<file path="src/rtl/or_bus_arbiter.sv">
// or_bus_arbiter: round-robin owner sequencing of a shared AND-OR bus with burst limit
module or_bus_arbiter #(
    parameter int N         = 4,
    parameter int W         = 8,
    parameter int MAX_BEATS = 16
) (
    input  logic                 clk,
    input  logic                 rst_n,
    input  logic [N-1:0]         req,
    input  logic [N-1:0]         last,
    input  logic [N*W-1:0]       data_in,
    output logic [N-1:0]         gnt,
    output logic                 bus_valid,
    output logic [W-1:0]         bus_data,
    output logic [$clog2(N)-1:0] bus_owner,
    output logic                 timeout
);
    localparam int OW = $clog2(N);
    localparam int CW = $clog2(MAX_BEATS + 1);
    localparam logic [CW-1:0] LAST_BEAT = CW'(MAX_BEATS - 1);
    typedef enum logic {IDLE, GRANT} state_t;
    state_t         state, state_nx;
    logic [N-1:0]   gnt_nx;
    logic [OW-1:0]  owner_nx, ptr, ptr_nx, pick;
    logic [CW-1:0]  cnt, cnt_nx;
    logic           timeout_nx, found, last_o;
    assign bus_valid = |(gnt & req);
    assign last_o    = |(gnt & last);
    always_comb begin
        bus_data = '0;
        for (int i = 0; i < N; i++)
            bus_data = bus_data | (data_in[i*W +: W] & {W{gnt[i]}});
    end
    // descending scan so the requester closest to ptr wins
    always_comb begin
        pick  = '0;
        found = 1'b0;
        for (int k = N - 1; k >= 0; k--) begin
            if (req[(int'(ptr) + k) % N]) begin
                pick  = OW'((int'(ptr) + k) % N);
                found = 1'b1;
            end
        end
    end
    always_comb begin
        state_nx   = state;
        gnt_nx     = gnt;
        owner_nx   = bus_owner;
        ptr_nx     = ptr;
        cnt_nx     = cnt;
        timeout_nx = 1'b0;
        if (state == IDLE) begin
            if (found) begin
                state_nx = GRANT;
                gnt_nx   = N'(1) << pick;
                owner_nx = pick;
                cnt_nx   = '0;
            end
        end else if (!bus_valid || last_o || cnt == LAST_BEAT) begin
            state_nx   = IDLE;
            gnt_nx     = '0;
            owner_nx   = '0;
            ptr_nx     = (bus_owner == OW'(N - 1)) ? '0 : bus_owner + 1'b1;
            cnt_nx     = '0;
            timeout_nx = bus_valid && !last_o;
        end else begin
            cnt_nx = cnt + 1'b1;
        end
    end
    always_ff @(posedge clk or negedge rst_n) begin
        if (!rst_n) begin
            state     <= IDLE;
            gnt       <= '0;
            bus_owner <= '0;
            ptr       <= '0;
            cnt       <= '0;
            timeout   <= 1'b0;
        end else begin
            state     <= state_nx;
            gnt       <= gnt_nx;
            bus_owner <= owner_nx;
            ptr       <= ptr_nx;
            cnt       <= cnt_nx;
            timeout   <= timeout_nx;
        end
    end
endmodule
</file>
<file path="config.mk">
export PLATFORM = sky130hd
export DESIGN_NAME = or_bus_arbiter
export DESIGN_NICKNAME = d
export VERILOG_FILES = /design/src/rtl/or_bus_arbiter.sv
export SDC_FILE = /design/constraint.sdc
export NUM_CORES = 1
export LEC_CHECK = 0
export BUFFER_PORTS_ARGS = -buffer_cell sky130_fd_sc_hd__buf_2
export CORE_UTILIZATION = 42
export DETAILED_ROUTE_END_ITERATION = 6
export HOLD_SLACK_MARGIN = 0.05
export MAX_ROUTING_LAYER = met4
export PLACE_DENSITY = 0.77
export SLEW_MARGIN = 30
export SYNTH_ARGS = -nofsm -noshare
export SYNTH_HDL_FRONTEND = slang
export SYNTH_SLANG_ARGS = --single-unit
</file>
<file path="constraint.sdc">
create_clock -name clk -period 1.9 [get_ports clk]
set_input_delay 0.19 -clock clk [delete_from_list [all_inputs] [get_ports clk]]
set_output_delay 0.19 -clock clk [all_outputs]
set_load 0.1 [all_outputs]
</file>
-- Yosys cells after proc, flatten, opt, wreduce, memory -nomap -nowiden
Cells that the tools add are included.
- word-level logic and storage cells: 78
- bits in registers: 15
- equality and inequality tests: 3
- reduce and logical (&&, ||, !) cells: 13
- shift operators: 1
- add/subtract/negate cells: 5
- $lt $le $gt $ge: 4
- bitwise logic cells: 12
- mux-type cells: 34
- operators by type and width (operator ; number):
    bitwise AND 8 bit ; 4
    OR 8 bit ; 3
    2-to-1 mux 1 bit ; 16
    2-to-1 mux 2 bit ; 8
    2-to-1 mux 5 bit ; 3
    < comparator 3 x 4 -> 1 bit (second input constant) ; 3
    2-to-1 mux 4 bit ; 3
    bitwise AND 4 bit ; 2
    binary-select mux 1 bit (select 2 bit) ; 4
    OR reduction 4 bit ; 2
    OR reduction 2 bit ; 3
    adder 5 x 1 -> 5 bit (second input constant) ; 1
    == test 5 x 4 -> 1 bit (second input constant) ; 1
    adder 2 x 1 -> 2 bit (second input constant) ; 2
    adder 2 bit (second input constant) ; 2
    AND reduction 2 bit ; 2
    << shifter 1 x 2 -> 4 bit (first input constant) ; 1
    bitwise AND 1 bit (first input constant) ; 3
    < comparator 2 x 3 -> 1 bit (second input constant) ; 1
    == test 2 bit (second input constant) ; 1
    zero test 1 bit ; 2
    logical OR 1 bit ; 2
    != test 2 x 1 -> 1 bit (second input constant) ; 1
    nonzero test 2 bit ; 1
    logical AND 1 bit ; 1

-- Longest topological paths before layout
- depth in word-level cells: 13
- depth in mapped cells: 6
- mapped depth without buffers: 5

-- Worst setup path before layout
No wires, ideal clock.
- path kind: reg-to-reg
- from: reg gnt[1]
- to: reg ptr[0]
- data arrival time: 2.230 ns
- library setup time: 0.125 ns
- buffers on the path: 2
- cell stages (with the launch flop): 7
- path slack: -0.455 ns
- path through: dfrtp_1 buf_4 a22oi_1 a211o_1 o21a_1 buf_6 mux2_4
- cells in the longest elaborated chain, start to end: 6
- elaborated cells between the ends (all ways): 8
- classes of those cells: bitwise (2); reduce/logical (6)
- RTL lines (element ; RTL line ; RTL):
    start: declaration ; 12 ; output logic [N-1:0] gnt,
    start signal: assignment ; 80 ; gnt <= gnt_nx;
    bitwise AND 4 bit ; 27 ; assign bus_valid = |(gnt & req);
    OR reduction 4 bit ; 27 ;
    zero test 1 bit ; 59 ; end else if (!bus_valid || last_o || cnt == LAST_BEAT) begin
    logical OR 1 bit (*) (2 in a row) ; 59 ;
    AND reduction 2 bit (no line) (*) ; -- ;
    end signal: assignment ; 82 ; ptr <= ptr_nx;
    end: declaration ; 24 ; logic [OW-1:0] owner_nx, ptr, ptr_nx, pick;
Every way passes the cells marked *; elsewhere a longest branch is shown, timed or not.
A chain may end at the register's enable or synchronous reset.

-- Worst setup path after layout
- from: reg gnt[1]
- to: reg ptr[1]
Same word-level chain as after synthesis.

==> results.md <==
Finish:
- Fill cells in the final layout number 180.
- The library cells used most frequently in the layout, excluding fill and tap cells, are 57 x buf_2, 21 x nand2_1, 18 x a22oi_1, 11 x dfrtp_1, 5 x nor2_1.
- The number of standard cells in the final layout excluding fillers is approximately 190.
- The number of diodes added for antenna fixing is 0.
- From synthesis to final layout, the design area changed by 37.4%.
- The most common cell after layout, fill and taps aside is buf_2.
- Of the cells placed in the final design, the portion with a size suffix greater than 1 is 0.430.
- The final layout contains around 210 nets.

Synth:
- The cell taking the most area after synthesis is dfrtp_1.
- The number of warnings printed during yosys synthesis is 0.
- Synthesis produced a netlist with a net count of 150.
- The combined area of all synthesized cells is 953 um2.
- The number of different library cells in the post-synthesis netlist is 31.
- The share of synthesized area in the top cell type comes to 0.394.
- The synthesized instance count is between 100 and 150.
- The post-synthesis area per instance is just over 9 um2.
- After synthesis the netlist holds a flip-flop and latch count of 15.
- The share of the Yosys chip area taken by registers is 0.394.
- In the post-synthesis netlist, the biggest area contributors are dfrtp_1 39%, a22oi_1 14%, nand2_1 8.3%.

Placed design:
- Once placement completed, the tool counted placed cells totaling 187.
- The post-detailed-placement half-perimeter wirelength is about 1.9 mm.
- Buffers placed on the I/O ports in this run total 57.
- The final estimated routing congestion in global placement is around 0.75.

Timing:
- The count of endpoints failing setup in the final report is 0.
- The clock period could shrink to roughly 1800 ps.
- Setup repair after global routing left no endpoint under its margin.
- The count of endpoints failing hold in the final timing report is 0.
- Derived from the worst setup path, the maximum achievable clock frequency is about 560 MHz.
- The worst pin sits at a relative slew slack of 0.675.
- The number of pins with negative max-slew slack in the final report is 0.
- At the pin with the least slew margin, the transition time is between 400 and 500 ps.
- The post-route fraction of the period consumed by the critical path is 0.935.
- The clock arrives with around 6.6 ps of skew.

Global route:
- The number of antenna violations at the first check in global routing was 0.
- The total global routing track utilization is 0.223.
- The residual overflow from global routing is 0.
- The maximum number of pins on one net before global-route repair is 16.
- The global-route wire length before repair is approximately 4.2 mm.
- The number of global-route vias before repair is just under 1,000.

Worst setup path:
- The launching point of the worst reg2reg path is gnt[1].
- For this design, the slowest cell found on the critical path is dfrtp_4.
- The depth of the most critical reg-to-reg path is 4.
- The delay of the slowest cell on the worst path is between 500 and 600 ps.
- Traced cell by cell, the critical path runs through a22o_1 > a211o_1 > o21a_1 > mux2_4.
- The setup path with the least slack is of type reg2reg.
- STA classifies the critical path startpoint as a register.
- Data on the critical path arrives at its endpoint at 1950 ps.
- The launch point of the worst path is gnt[1].
- The required time at the endpoint of the critical path is approximately 2100 ps.
- The worst setup path is captured at a register.
- Of all nets on the critical path, the largest fanout is 12.

CTS:
- After clock tree synthesis, the setup repair step added 0 buffers.
- Once the clock tree was built, the resizer swapped 0 gates to a different size.
- The clock latency reported for the late side of the worst-skew pair is about 280 ps.
- The number of levels the H-tree was split into is 1.
- TritonCTS built the clock tree.
- The buffer cell driving the clock tree root is clkbuf_4.
- The maximum clock path buffer count is 2.
- Clock-pin slew was measured on the worst setup and hold paths at 90 ps.
- The number of clock buffers added by TritonCTS is 3.
- The sink count of the clock tree is 15.

Floorplanning:
- The placeable core area is 2040 um2.
- The area enclosed by the die boundary is ~2500 um2.
- The die boundary height is roughly 50 um.
- The die is roughly 50 um wide.
- For this configuration, the core starts out at a cell density of 0.467.
- The count of boundary I/O pins is 58.
- The initialized floorplan defines 16 standard-cell rows.

Routing:
- Once detail routing completed, the nets flagged for antenna violations numbered 0.
- In the final routed layout, each cell accounts on average for 13.2 um.
- The total iterations of the first detailed-routing run is 4.
- The detailed-route vias per instance is 5.48.
- The remaining routing DRC violations is 0.
- The sum of routed wire length over all layers is around 2.5 mm.
- The routed layout has approximately 1,100 vias.
- The DRC marker count from the first detailed-route iteration is 40.

Status:
- The run finished with clean final reports.

Hold path:
- The startpoint identified for the worst hold timing path is req[0].
- The worst hold path passes through 3 cells.
- The worst hold-check path type is in2reg.

Job:
- The tool flagged a number of max-cap violations equal to 0.
[per-layer routing]
metal | GRT usage | part of all wire | up-vias
met5 | - | 0 | -
met4 | 0.0714 | 0.010 | 0
met1 | 0.255 | 0.41 | 481
li1 | - | - | 518
met2 | 0.383 | 0.49 | 50
met3 | 0.0525 | 0.089 | 4
[area by class of cell]
class / instances / area (um2) / share of cell area
Sequential cell: 15 / 390 / 0.298
Multi-Input combinational cell: 82 / 531 / 0.405
Tap cell: 27 / 33.8 / 0.0258
Timing Repair Buffer: 61 / 318 / 0.243
Inverter: 3 / 11.3 / 0.00860
Clock buffer: 4 / 26.3 / 0.0201
[state kept, by name, summed over array words and instances, names as in the netlist]
signal / flops
bus_owner: 2
cnt: 5
gnt: 4
ptr: 2
state: 1
timeout: 1
[synthesized netlist by cell type]
cell type and instances:
a211o_1 1, a21oi_1 2, a22o_1 2, a22oi_1 18, a311o_1 1, a311oi_1 1, a32o_1 2, and2_1 1
and3_1 1, buf_2 2, buf_4 2, buf_6 1, dfrtp_1 15, ha_1 3, inv_1 3, mux2_4 2
nand2_1 21, nand2b_1 2, nand3_1 2, nor2_1 5, nor2b_1 1, nor3_1 1, o21a_1 1, o21ai_0 2
o21ai_1 2, o221ai_1 1, o22ai_1 3, o32ai_1 2, or2_2 2, or3_1 1, xor2_1 2
[critical path: cells and delay by family, from the launching register on]
family         cells  cell delay, ps
flip-flops         1             540
AO/OA/AOI/OAI      3             810
multiplexers       1             320
[through the flow]
step                      hold slack [ps]   util  TNS [ps]  setup slack [ps]  area (um2)
after floorplan                      -106      -      -109             -54.7         972
after global placement                100  0.624         0               162        1270
after detailed placement              109  0.624         0               136        1270
after CTS                             307  0.642         0               114        1310
after global routing                  346  0.642         0              24.4        1310
final                                 299  0.642         0               124        1310
[final timing paths]
| path | endpoint | slack, ps |
|---|---|---|
| max | ptr[1] | 120 |
| min | gnt[2] | 300 |
| max reg2reg | ptr[1] | 120 |
| min reg2reg | cnt[4] | 510 |
| max in group asynchronous | gnt[3] | 1290 |
| min in group asynchronous | gnt[2] | 330 |
[repair_timing]
action                     in CTS  in global routing
hold endpoints to repair       15                  0
hold buffers                    1                  0
setup endpoints to repair       0                  0
[logic make-up after synthesis]
| kind of cell | Yosys count | share of synthesized area |
|---|---|---|
| AND/OR/NAND/NOR | 37 | 0.171 |
| AO/OA/AOI/OAI | 38 | 0.297 |
| buffers and inverters | 8 | 0.0499 |
| multiplexers | 2 | 0.0315 |
| adder cells (fa/ha/maj) | 3 | 0.0394 |
| XOR/XNOR | 2 | 0.0184 |
| flip-flops | 15 | 0.394 |
Power is left out: the tool's default activity adds up to more than one toggle a clock period on the data nets, which glitch-free logic cannot reach.
